$ cat config.mk
export PLATFORM = sky130hd
export DESIGN_NAME = instr_fetcher
export DESIGN_NICKNAME = d
export VERILOG_FILES = /design/src/rtl/instr_fetcher.sv
export SDC_FILE = /design/constraint.sdc
export NUM_CORES = 1
export LEC_CHECK = 0
export BUFFER_PORTS_ARGS = -buffer_cell sky130_fd_sc_hd__buf_4
export CAP_MARGIN = 30
export CORE_ASPECT_RATIO = 1.1
export CORE_UTILIZATION = 31
export CTS_CLUSTER_SIZE = 14
export DETAILED_ROUTE_END_ITERATION = 6
export GPL_ROUTABILITY_DRIVEN = 0
export PLACE_DENSITY = 0.51
export SYNTH_ARGS = -nofsm -noshare
export SYNTH_HDL_FRONTEND = slang
export SYNTH_SLANG_ARGS = --single-unit
$ cat constraint.sdc
create_clock -name clk -period 2.8 [get_ports clk]
set_input_delay 0.42 -clock clk [delete_from_list [all_inputs] [get_ports clk]]
set_output_delay 0.42 -clock clk [all_outputs]
set_load 0.02 [all_outputs]
$ cat src/rtl/instr_fetcher.sv
// Byte-serial instruction fetch stage between the iq tail PC and the memory controller.
// Define ICACHE_EN to add a direct-mapped instruction cache that bypasses mc on a hit.
module instr_fetcher #(
  parameter int AddrWidth       = 32,
  parameter int ICacheIndexBits = 6
) (
  input  logic                 clk,
  input  logic                 rst,
  input  logic                 is_exception_from_rob,
  input  logic                 is_empty_from_iq,
  input  logic [AddrWidth-1:0] pc_from_iq,
  input  logic                 is_grant_from_mc,
  input  logic [7:0]           byte_from_mc,
  input  logic                 is_byte_valid_from_mc,
  output logic                 is_request_to_mc,
  output logic [AddrWidth-1:0] addr_to_mc,
  output logic [31:0]          instr_to_iq,
  output logic                 is_finish_to_iq,
  output logic                 is_instr_to_iq,
  output logic                 is_stall_to_iq
);

  typedef enum logic [2:0] {IDLE, REQ, RECV, DONE, DRAIN} state_e;

  state_e                 state_q, state_d;
  logic                   req_q, req_d;
  logic [AddrWidth-1:0]   addr_q, addr_d;
  logic [31:0]            instr_q, instr_d;
  logic                   finish_q, finish_d;
  logic                   stall_q, stall_d;
  logic [1:0]             byte_cnt_q, byte_cnt_d;
  logic [2:0]             drain_cnt_q, drain_cnt_d;
  logic [31:0]            word_q, word_d;
  logic [2:0]             bytes_rcvd;
  logic                   cache_hit;
  logic [31:0]            cache_data;

`ifdef ICACHE_EN
  localparam int Entries = 1 << ICacheIndexBits;
  localparam int TagW    = AddrWidth - ICacheIndexBits - 2;

  logic [Entries-1:0]         valid_q;
  logic [TagW-1:0]            tag_mem  [Entries];
  logic [31:0]                data_mem [Entries];
  logic [ICacheIndexBits-1:0] rd_idx, wr_idx;

  assign rd_idx     = pc_from_iq[ICacheIndexBits+1:2];
  // addr_q holds the word address of the fetch currently completing in DONE
  assign wr_idx     = addr_q[ICacheIndexBits+1:2];
  assign cache_hit  = valid_q[rd_idx] && (tag_mem[rd_idx] == pc_from_iq[AddrWidth-1:ICacheIndexBits+2]);
  assign cache_data = data_mem[rd_idx];

  always_ff @(posedge clk or negedge rst) begin
    if (!rst)                valid_q         <= '0;
    else if (state_q == DONE) valid_q[wr_idx] <= 1'b1;
  end

  always_ff @(posedge clk) begin
    if (state_q == DONE) begin
      tag_mem[wr_idx]  <= addr_q[AddrWidth-1:ICacheIndexBits+2];
      data_mem[wr_idx] <= instr_q;
    end
  end
`else
  assign cache_hit  = 1'b0;
  assign cache_data = '0;
`endif

  always_comb begin
    state_d     = state_q;
    req_d       = req_q;
    addr_d      = addr_q;
    instr_d     = instr_q;
    finish_d    = 1'b0;
    stall_d     = 1'b1;
    byte_cnt_d  = byte_cnt_q;
    drain_cnt_d = drain_cnt_q;
    word_d      = word_q;
    bytes_rcvd  = {1'b0, byte_cnt_q} + {2'b00, is_byte_valid_from_mc};
    case (state_q)
      IDLE: begin
        if (!is_exception_from_rob && !is_empty_from_iq) begin
          addr_d = pc_from_iq & ~AddrWidth'(3);
          if (cache_hit) begin
            state_d  = DONE;
            finish_d = 1'b1;
            stall_d  = 1'b0;
            instr_d  = cache_data;
          end else begin
            state_d = REQ;
            req_d   = 1'b1;
          end
        end
      end
      REQ: begin
        if (is_exception_from_rob) begin
          // a grant in the same cycle means four bytes are already on their way
          req_d       = 1'b0;
          state_d     = is_grant_from_mc ? DRAIN : IDLE;
          drain_cnt_d = 3'd4;
        end else if (is_grant_from_mc) begin
          req_d      = 1'b0;
          byte_cnt_d = 2'd0;
          state_d    = RECV;
        end
      end
      RECV: begin
        if (is_byte_valid_from_mc) begin
          word_d[8*byte_cnt_q +: 8] = byte_from_mc;
          byte_cnt_d                = byte_cnt_q + 2'd1;
        end
        if (is_exception_from_rob) begin
          drain_cnt_d = 3'd4 - bytes_rcvd;
          state_d     = (bytes_rcvd == 3'd4) ? IDLE : DRAIN;
        end else if (is_byte_valid_from_mc && byte_cnt_q == 2'd3) begin
          state_d  = DONE;
          finish_d = 1'b1;
          stall_d  = 1'b0;
          instr_d  = word_d;
        end
      end
      DONE: state_d = IDLE;
      DRAIN: begin
        // a flush while draining changes nothing: the outstanding bytes still arrive
        if (is_byte_valid_from_mc && drain_cnt_q != 3'd0) drain_cnt_d = drain_cnt_q - 3'd1;
        if (drain_cnt_q == 3'd0 || (is_byte_valid_from_mc && drain_cnt_q == 3'd1)) state_d = IDLE;
      end
      default: state_d = IDLE;
    endcase
  end

  always_ff @(posedge clk or negedge rst) begin
    if (!rst) begin
      state_q     <= IDLE;
      req_q       <= 1'b0;
      addr_q      <= '0;
      instr_q     <= '0;
      finish_q    <= 1'b0;
      stall_q     <= 1'b1;
      byte_cnt_q  <= 2'd0;
      drain_cnt_q <= 3'd0;
      word_q      <= '0;
    end else begin
      state_q     <= state_d;
      req_q       <= req_d;
      addr_q      <= addr_d;
      instr_q     <= instr_d;
      finish_q    <= finish_d;
      stall_q     <= stall_d;
      byte_cnt_q  <= byte_cnt_d;
      drain_cnt_q <= drain_cnt_d;
      word_q      <= word_d;
    end
  end

  assign is_request_to_mc = req_q;
  assign addr_to_mc       = addr_q;
  assign instr_to_iq      = instr_q;
  assign is_finish_to_iq  = finish_q;
  assign is_instr_to_iq   = finish_q;
  assign is_stall_to_iq   = stall_q;

endmodule

==> metrics.md <==
| Metric | Value |
|---|---|
| Status | complete, no violations |
| Skew-Pair Late Insertion Delay | 350 ps |
| Layout area overhead | 27.3% |
| Vias | 3,289 |
| Nets | 501 |
| Crit start category | register |
| Synth area leaders | dfrtp_1, mux2_4, a22o_1 |
| Hold Crit Class | in2async |
| Largest net degree at the start of global routing | 62 |
| FFs w/ async S/R, synth | 100% |
| Final Max Tran Viols | 0 |
| DRT antenna net count | 0 |
| Critical path arrival | 2440 ps |
| Yosys warns | 0 |
| Max frequency | 452 MHz |
| Setup Skew | 8.26 ps |
| Synth area leader | dfrtp_1 |
| Starting DRT DRC Count | 169 |
| Drt first pass iters | 4 |
| Layout cell share with drive strength beyond 1 | 37.7% |
| RSZ-0062 raised after global routing | no |
| Final Hold Fails | 0 |
| Clock Tree Root | clkbuf_16 |
| GR Util All Layers | 15.2% |
| Reg2reg setup slack | 590 ps |
| Post-DR vias/cell | 5.17 |
| Die span in x | 116 um |
| Number of placement rows | 45 |
| CTS tree | yes |
| # diodes | 0 |
| Die Ht | 128 um |
| Port Buffers | 109 |
| Total CTS buffers | 9 |
| Routed len/inst | 17.2 um |
| Synthesized area per cell | 12.7 um2 |
| Final WL | 10,900 um |
| Post-Syn Area | 4450 um2 |
| CP Data Required Time | 3030 ps |
| Post-synthesis sequential area ratio | 54.6% |
| Rel. slew slack | 64.7% |
| Initial antenna violation count | 0 |
| Yosys cell types | 47 |
| CP max FO | 7 |
| Max-cap violations | 0 |
| # IOs | 114 |
| Peak VDD IR | 0.243 mV |
| Post-CTS setup buffer count | 0 |
| Yosys top cell area share | 54.0% |
| PostCTS Resize Cnt | 0 |
| First-pass GRT wire length | 17,200 um |
| Post-Syn Instances | 349 |
| Cell with the most instances after synthesis | dfrtp_1 |
| Initial Util | 32.0% |
| Leakage | 0.00268 uW |
| Post-DP HPWL | 7390 um |
| Clock-pin slew on the worst setup and hold paths | 60 ps |
| Layout Utilization | 40.7% |
| Post-synth EDFFs | 0 |
| Final period utilization | 78.9% |
| Core footprint | 13,900 um2 |
| Post-CTS Hold Buffers | 0 |
| Worst-Margin Slew | 529 ps |
| Fill count | 1,346 |
| Vias in the first global route | 3,281 |
| Final setup violation count | 0 |
| Top FF cell, synth | dfrtp_1 |
| FF+latch count, synth | 97 |
| Pre-CTS setup slack | 449 ps |
| Fin Setup TNS | 0 ps |
| Die area | 14,800 um2 |
| Total power | 5250 uW |
| Crit end category | register |
| CTS H-tree lvls | 3 |
| PwrDens | 927 nW/um2 |
| Clk buf depth | 2 |
| WHS | 39.1 ps |
| Kind of critical path | reg2reg |
| Post-route setup slack | 590 ps |
| DRC Markers | 0 |
| Sinks on the clock net | 97 |
| Gr ovfl total | 0 |
| Post-synth top cells | dfrtp_1, a21oi_1, a22o_1, mux2_4, a32oi_1 |
| Fin crit period | 2210 ps |
-- layout by cell type, fill, tap and decap left out, drive strengths merged, types with 7 or more instances in the layout --
| master | instances |
|---|---|
| a21oi | 52 |
| nand2 | 7 |
| clkbuf | 13 |
| mux2 | 33 |
| buf | 116 |
| dfrtp | 96 |
| a22o | 32 |
| inv | 9 |
| a32oi | 24 |
| ha | 12 |
-- final timing paths --
kind | startpoint | to | cells past startpoint
hold / removal | rst | addr_to_mc[7]$_DFFE_PN0P_ | 1
max in group asynchronous | rst | is_stall_to_iq$_DFF_PN1_ | 2
hold reg to reg | is_request_to_mc$_DFFE_PN0P_ | is_request_to_mc$_DFFE_PN0P_ | 1
setup / recovery | byte_cnt_q[0]$_DFFE_PN0P_ | drain_cnt_q[2]$_DFFE_PN0P_ | 8
setup reg to reg | byte_cnt_q[0]$_DFFE_PN0P_ | drain_cnt_q[2]$_DFFE_PN0P_ | 8
min in group clk | is_exception_from_rob | state_q[0]$_DFFE_PN0P_ | 2
-- logic make-up (layout without fill, tap and decap cells) --
group	Yosys count	count (layout)	share of synthesized area (%)
fa+ha+maj	12	12	3.38
other cells	1	2	0.0844
mux	35	35	11.3
flops	97	97	54.6
buf+inv	43	141	5.04
simple gates	41	41	6.84
xor+xnor	2	2	0.394
compound gates	118	118	18.4
-- stage by stage --
stage                     instance area, um2  cells
after floorplan                         4450    350
after global placement                  5390    620
after detailed placement                5390    620
after CTS                               5660    636
after global routing                    5660    636
final                                   5660    636
-- layout make-up --
| class | instances | area [um2] | area share (%) |
|---|---|---|---|
| clock inverters | 3 | 17.5 | 0.310 |
| multi-input cells | 210 | 1800 | 31.8 |
| clock buffers | 13 | 250 | 4.42 |
| flip-flops and latches | 97 | 2430 | 42.9 |
| inverters | 9 | 33.8 | 0.597 |
| well taps | 188 | 235 | 4.16 |
| repair buffers | 116 | 896 | 15.8 |
-- critical path, stage by stage, from the launching register on --
cell and delay (ps):
dfrtp_1 450, ha_1 210, ha_1 260, inv_1 40
ha_1 190, ha_1 270, nor4b_1 330, a31oi_1 70
mux2_2 280
-- power by group --
| group | total (uW) | internal (uW) | leakage, uW | switching (uW) |
|---|---|---|---|---|
| clock network | 1140 | 625 | 0.000130 | 517 |
| registers | 2030 | 1770 | 0.00126 | 261 |
| logic | 2070 | 1010 | 0.00129 | 1060 |
| total | 5250 | 3410 | 0.00268 | 1840 |
-- registers in the layout, summed over array words and instances (netlist names) --
| signal | flops |
|---|---|
| addr_to_mc | 30 |
| byte_cnt_q | 2 |
| drain_cnt_q | 3 |
| instr_to_iq | 32 |
| is_finish_to_iq | 1 |
| is_request_to_mc | 1 |
| is_stall_to_iq | 1 |
| state_q | 3 |
| word_q | 24 |
-- layer usage --
| layer | share of wire, % | global-route usage (%) |
|---|---|---|
| met5 | 0 | 0 |
| met4 | 2.1 | 7.54 |
| met3 | 5.3 | 2.75 |
| met2 | 47 | 23.5 |
| met1 | 45 | 20.4 |
No activity file was read; power rests on OpenSTA's default activity.
